===== config.mk =====
export PLATFORM = sky130hd
export DESIGN_NAME = axi_master_write_engine
export DESIGN_NICKNAME = d
export VERILOG_FILES = /design/src/rtl/axi_master_write_engine.sv
export SDC_FILE = /design/constraint.sdc
export NUM_CORES = 1
export LEC_CHECK = 0
export ABC_CLOCK_PERIOD_IN_PS = 4900
export BUFFER_PORTS_ARGS = -buffer_cell sky130_fd_sc_hd__buf_4
export CORE_MARGIN = 2
export CORE_UTILIZATION = 35
export DETAILED_ROUTE_END_ITERATION = 12
export SYNTH_ARGS = -nofsm -noshare
export SYNTH_HDL_FRONTEND = slang
export SYNTH_SLANG_ARGS = --single-unit

===== constraint.sdc =====
create_clock -name clk -period 4.9 [get_ports clk]
set_clock_uncertainty 0.1 [all_clocks]
set_input_delay 1.47 -clock clk [delete_from_list [all_inputs] [get_ports clk]]
set_output_delay 1.47 -clock clk [all_outputs]
set_load 0.02 [all_outputs]

===== src/rtl/axi_master_write_engine.sv =====
// Splits one write command into AXI INCR bursts that never cross a 4 KB page, fed from a FIFO.
// Optional build macro AXI_WR_ERR_ABORT_EN: stop the transfer after the first SLVERR/DECERR response.
module axi_master_write_engine #(
    parameter int ADDR_WIDTH      = 32,
    parameter int DATA_WIDTH      = 32,
    parameter int LEN_WIDTH       = 8,
    parameter int TOTAL_WIDTH     = 16,
    parameter int MAX_BURST_BEATS = 16
) (
    input  logic                    clk,
    input  logic                    rst_n,
    input  logic                    start,
    input  logic [ADDR_WIDTH-1:0]   target_write_addr,
    input  logic [TOTAL_WIDTH-1:0]  target_total_beats,
    output logic                    busy,
    output logic                    done,
    output logic [1:0]              resp_status,
    input  logic [DATA_WIDTH-1:0]   fifo_rdata,
    input  logic                    fifo_rempty,
    output logic                    fifo_rpull,
    output logic [ADDR_WIDTH-1:0]   AWADDR,
    output logic                    AWVALID,
    input  logic                    AWREADY,
    output logic [LEN_WIDTH-1:0]    AWLEN,
    output logic [2:0]              AWSIZE,
    output logic [1:0]              AWBURST,
    output logic [DATA_WIDTH-1:0]   WDATA,
    output logic [DATA_WIDTH/8-1:0] WSTRB,
    output logic                    WLAST,
    output logic                    WVALID,
    input  logic                    WREADY,
    input  logic [1:0]              BRESP,
    input  logic                    BVALID,
    output logic                    BREADY
);
    localparam int STRB_WIDTH = DATA_WIDTH / 8;
    localparam int SIZE       = $clog2(STRB_WIDTH);
    localparam int BW         = LEN_WIDTH + 1;
    localparam int CW         = ((TOTAL_WIDTH > BW) ? TOTAL_WIDTH : BW) + 14;
    localparam logic [ADDR_WIDTH-1:0] ALIGN_MASK =
        ~((ADDR_WIDTH'(1) << SIZE) - ADDR_WIDTH'(1));

    typedef enum logic [2:0] {
        S_IDLE,
        S_CALC,
        S_AW,
        S_W,
        S_B,
        S_DONE
    } state_t;

    state_t                 state;
    logic [TOTAL_WIDTH-1:0] remaining;
    logic [ADDR_WIDTH-1:0]  addr;
    logic [LEN_WIDTH-1:0]   beat_cnt;
    logic [BW-1:0]          burst_beats;

    logic [12:0]            page_off;
    logic [CW-1:0]          room;
    logic [CW-1:0]          burst_calc;
    logic [ADDR_WIDTH-1:0]  addr_step;
    logic [1:0]             resp_next;

    assign AWSIZE  = 3'(SIZE);
    assign AWBURST = 2'b01;
    assign WSTRB   = '1;

    assign WVALID     = (state == S_W) && !fifo_rempty;
    assign WDATA      = (state == S_W) ? fifo_rdata : '0;
    assign WLAST      = (state == S_W) && (beat_cnt == AWLEN);
    assign BREADY     = (state == S_B);
    assign fifo_rpull = WVALID && WREADY;

    // Burst size is the tightest of: beats left, the burst cap, and beats left in the 4 KB page.
    always_comb begin
        page_off   = {1'b0, addr[11:0]};
        room       = CW'((13'h1000 - page_off) >> SIZE);
        burst_calc = CW'(remaining);
        if (CW'(MAX_BURST_BEATS) < burst_calc) burst_calc = CW'(MAX_BURST_BEATS);
        if (room < burst_calc) burst_calc = room;
        addr_step  = ADDR_WIDTH'(burst_beats) << SIZE;
        resp_next  = (BRESP > resp_status) ? BRESP : resp_status;
    end

    always_ff @(posedge clk or negedge rst_n) begin
        if (!rst_n) begin
            state       <= S_IDLE;
            remaining   <= '0;
            addr        <= '0;
            beat_cnt    <= '0;
            burst_beats <= '0;
            resp_status <= 2'b00;
            busy        <= 1'b0;
            done        <= 1'b0;
            AWVALID     <= 1'b0;
            AWADDR      <= '0;
            AWLEN       <= '0;
        end else begin
            done <= 1'b0;
            case (state)
                S_IDLE: begin
                    if (start) begin
                        addr        <= target_write_addr & ALIGN_MASK;
                        remaining   <= target_total_beats;
                        resp_status <= 2'b00;
                        busy        <= 1'b1;
                        state       <= (target_total_beats == '0) ? S_DONE : S_CALC;
                    end
                end
                S_CALC: begin
                    burst_beats <= BW'(burst_calc);
                    AWLEN       <= LEN_WIDTH'(burst_calc - CW'(1));
                    AWADDR      <= addr;
                    AWVALID     <= 1'b1;
                    beat_cnt    <= '0;
                    state       <= S_AW;
                end
                S_AW: begin
                    if (AWREADY) begin
                        AWVALID <= 1'b0;
                        state   <= S_W;
                    end
                end
                S_W: begin
                    if (fifo_rpull) begin
                        if (WLAST) begin
                            remaining <= remaining - TOTAL_WIDTH'(burst_beats);
                            addr      <= addr + addr_step;
                            state     <= S_B;
                        end else begin
                            beat_cnt <= beat_cnt + 1'b1;
                        end
                    end
                end
                S_B: begin
                    if (BVALID) begin
                        resp_status <= resp_next;
`ifdef AXI_WR_ERR_ABORT_EN
                        state <= (BRESP[1] || remaining == '0) ? S_DONE : S_CALC;
`else
                        state <= (remaining == '0) ? S_DONE : S_CALC;
`endif
                    end
                end
                S_DONE: begin
                    done  <= 1'b1;
                    busy  <= 1'b0;
                    state <= S_IDLE;
                end
                default: state <= S_IDLE;
            endcase
        end
    end
endmodule

==> flow_metrics.py <==
metrics = {
    "yosys": {
        "synth-simple-area-share_pct": 25.7,
        "synth_top_family_by_area": "simple AND/OR/NAND/NOR gates",
        "synthFlopType": "dfrtp_1",
        "synth_adder_area_share_pct": 6.26,
        "synth_cells": 874,
        "synthArstFlopShare_pct": 100,
        "synth_area_per_cell_um2": 8.28,
        "yosysWarnings": 0,
        "yosysSeqAreaShare_pct": 37.7,
        "netlist_area_um2": 7230,
        "synth_compound_area_share_pct": 20.0,
        "synth_mux_area_share_pct": 1.21,
        "synth_seq_cells": 109,
        "synth.distinct_cells": 76,
        "synth_edf_count": 0,
        "synth_xor_area_share_pct": 3.39,
    },
    "grt": {
        "antenna_found_initial": 0,
        "grt_pass1_vias": 6494,
        "grt_max_degree": 66,
        "grt_pass1_wl_um": 33700,
        "gr-total-overflow": 0,
        "grtUsageTotal_pct": 19.4,
    },
    "clock_network": {
        "cts_root_buf": "clkbuf_16",
        "clock-sinks": 109,
        "postCtsSetupRepairBufs": 0,
        "clock_path_buffers": 2,
        "cts_tree": "done",
        "postCtsHoldBufs": 0,
        "cts_inserted_buffers": 9,
        "cts_resized": 0,
        "clk_pin_slew_ns": 0.08,
        "clk_latency_ns": 0.36,
        "htree_levels": 3,
    },
    "power": {
        "p_leak_uw": 0.00412,
        "clkPwrFrac_pct": 12.9,
        "comb_power_share_pct": 56.8,
        "ir_drop_mv": 0.201,
        "seqPwrFrac_pct": 30.3,
        "switching_share_pct": 47.2,
        "p_int_uw": 3120,
        "power.switching_uw": 2790,
        "power_density_nw_per_um2": 659,
    },
    "timing": {
        "hold_viol_final": 0,
        "period_share_pct": 81.1,
        "slew_headroom_pct": 22.9,
        "period_needed_ns": 3.97,
        "setup_viol": 0,
        "worst_slew_pin_slew_ns": 1.16,
        "rsz0062_at_grt": "false",
        "slew_viol_final": 0,
        "setup_slack_ns": 0.927,
        "tns_ns": 0,
        "fmax_mhz": 252,
    },
    "die": {
        "die-height_um": 148,
        "core_um2": 20200,
        "top_level_ports": 179,
        "dieArea_um2": 21800,
        "start_util_pct": 35.7,
        "fp.dieW_um": 148,
        "rows": 52,
    },
    "min_path": {
        "hold_end": "AWADDR[26]",
        "hold_depth": 2,
        "min_from": "AWADDR[26]",
        "hold_class": "reg -> reg",
    },
    "route": {
        "route.antenna.remaining_nets": 0,
        "vias_per_cell": 5.20,
        "drtIter0Drc": 416,
        "drc": 0,
        "drt-pass1-iter-count": 4,
        "vias": 6714,
        "routedWlPerCell_um": 16.2,
        "drt_wl_total_um": 20900,
    },
    "critical_path": {
        "end_kind": "flip-flop",
        "worstPathArrival_ns": 4.08,
        "crit_family": "simple AND/OR/NAND/NOR gates",
        "worst_r2r_endpoint": "AWLEN[6]",
        "start_kind": "flip-flop",
        "path_class": "reg -> reg",
        "startpoint": "remaining[9]",
        "required_ns": 5.00,
        "ff2ff_path_depth": 17,
        "crit_fanout": 7,
        "cp_num_buf_inv": 0,
        "slowest_delay_ns": 0.46,
        "reg2reg_slack_ns": 0.93,
        "cp_slowest_cell": "dfrtp_1",
        "worstPathCellList": "nor3_1 > nand3_1 > a21oi_2 > nand2_1 > ha_1 > nor4b_1 > nand4_1 > a211oi_1 > o21ai_1 > mux2i_1 > ha_1 > nand2_1 > nor3_2 > a21o_1 > a21oi_1 > a21oi_1 > o21ai_1",
        "timing.rr.start": "remaining[9]",
    },
    "placed_design": {
        "placed_cell_area_um2": 8670,
        "pre_cts_slack_ns": 0.927,
        "place.gp.congestion": 0.859,
        "dpl.hpwl_um": 15600,
        "io_buffer_count": 165,
    },
    "run": {
        "maxCapViolations": 0,
    },
    "layout": {
        "fin_nets": 1141,
        "area_growth_pct": 24.0,
        "fin_area_um2": 8970,
        "drive_gt1_share_pct": 21.4,
        "insertedDiodeCount": 0,
    },
    "outcome": {
        "status": "finished clean",
    },
}
-- worst max-delay path by stage --
stage | endpoint | cells past startpoint
floorplan | AWLEN[6] | 17
global placement | AWLEN[6] | 17
CTS | AWLEN[6] | 17
detailed placement | AWLEN[6] | 17
global route | AWLEN[6] | 17
finish | AWLEN[6] | 17
-- cells in the mapped netlist, drive strengths merged, types with 20 or more instances --
| library cell | instances | share of area [%] |
|---|---|---|
| a21oi | 44 | 3.1 |
| and2 | 40 | 3.5 |
| buf | 29 | 2.6 |
| clkbuf | 30 | 1.6 |
| dfrtp | 109 | 38 |
| ha | 33 | 5.7 |
| inv | 28 | 1.5 |
| nand2 | 172 | 9.0 |
| nand3 | 32 | 2.4 |
| nor2 | 58 | 3.1 |
| nor3 | 20 | 1.6 |
| o21ai | 62 | 4.3 |
| xnor2 | 23 | 2.8 |
-- state kept, by name, summed over array words and instances (netlist names), 2 cells and up --
signal	flops
AWADDR	30
burst_beats	9
remaining	16
state	3
resp_status	2
addr	30
beat_cnt	8
AWLEN	8
-- layer usage --
metal / GRT usage, % / wire (um) / vias to the layer above
met5: 0 / 0 / -
met4: 5.00 / 231 / 0
met3: 3.61 / 1260 / 18
met2: 30.5 / 9480 / 197
met1: 27.6 / 9950 / 3161
li1: - / - / 3338
-- metrics by stage --
stage / utilization (%) / cells / total power [uW] / hold WS (ns)
5_1_grt: 44.3 / 1291 / 6440 / 0.407
4_1_cts: 44.3 / 1291 / 5940 / 0.382
3_3_place_gp: 42.9 / 1276 / 5100 / 0.362
3_5_place_dp: 42.9 / 1276 / 5160 / 0.364
6_report: 44.3 / 1291 / 5910 / 0.377
2_1_floorplan: - / 889 / 4110 / 0.353
-- area by class of cell --
cell class                      count  area [um^2]
Clock buffer                       12          256
Clock inverter                      3         43.8
Fill cell                        2011        11300
Inverter                           28          105
Multi-Input combinational cell    693         4180
Sequential cell                   109         2730
Tap cell                          270          338
Timing Repair Buffer              176         1320
-- power by group through the flow --
stage          sequential, uW  combinational, uW  clock, uW
2_1_floorplan            1820               2290          0
4_1_cts                  1780               3370        783
5_1_grt                  1860               3760        819
3_3_place_gp             1790               3310          0
3_5_place_dp             1800               3360          0
6_report                 1790               3360        765
-- kinds of logic (layout without fill, tap and decap cells) --
group	after synthesis	in the layout
buffers and inverters	87	219
AO/OA/AOI/OAI	221	221
adder cells (fa/ha/maj)	35	35
XOR/XNOR	28	28
flip-flops	109	109
multiplexers	8	8
other	2	17
AND/OR/NAND/NOR	384	384
-- cells in the final DEF (no fill, tap or decap), drive strengths merged, types with 5 or more instances in the layout --
cell	n
a2bb2oi	12
nor2	58
conb	17
a21o	7
and2	40
clkbuf	12
dfrtp	109
nand3	32
o211ai	8
nand4	8
xnor2	23
or3	7
nor2b	7
mux2i	5
o2111ai	7
inv	29
a21oi	44
xor2	5
o21a	14
buf	176
o31ai	6
and3	9
a211oi	8
o21ai	62
nor4	9
ha	33
o22ai	16
a31oi	6
o31a	6
nor3	20
nand2	172
-- worst reg2reg max path, stage by stage (launching register included) --
cell,delay [ns]
dfrtp_1,0.46
nor3_1,0.41
nand3_1,0.20
a21oi_2,0.23
nand2_1,0.11
ha_1,0.21
nor4b_1,0.31
nand4_1,0.15
a211oi_1,0.25
o21ai_1,0.18
mux2i_1,0.24
ha_1,0.27
nand2_1,0.10
nor3_2,0.19
a21o_1,0.15
a21oi_1,0.06
a21oi_1,0.13
o21ai_1,0.07
Power figures use the tool's default switching activity.
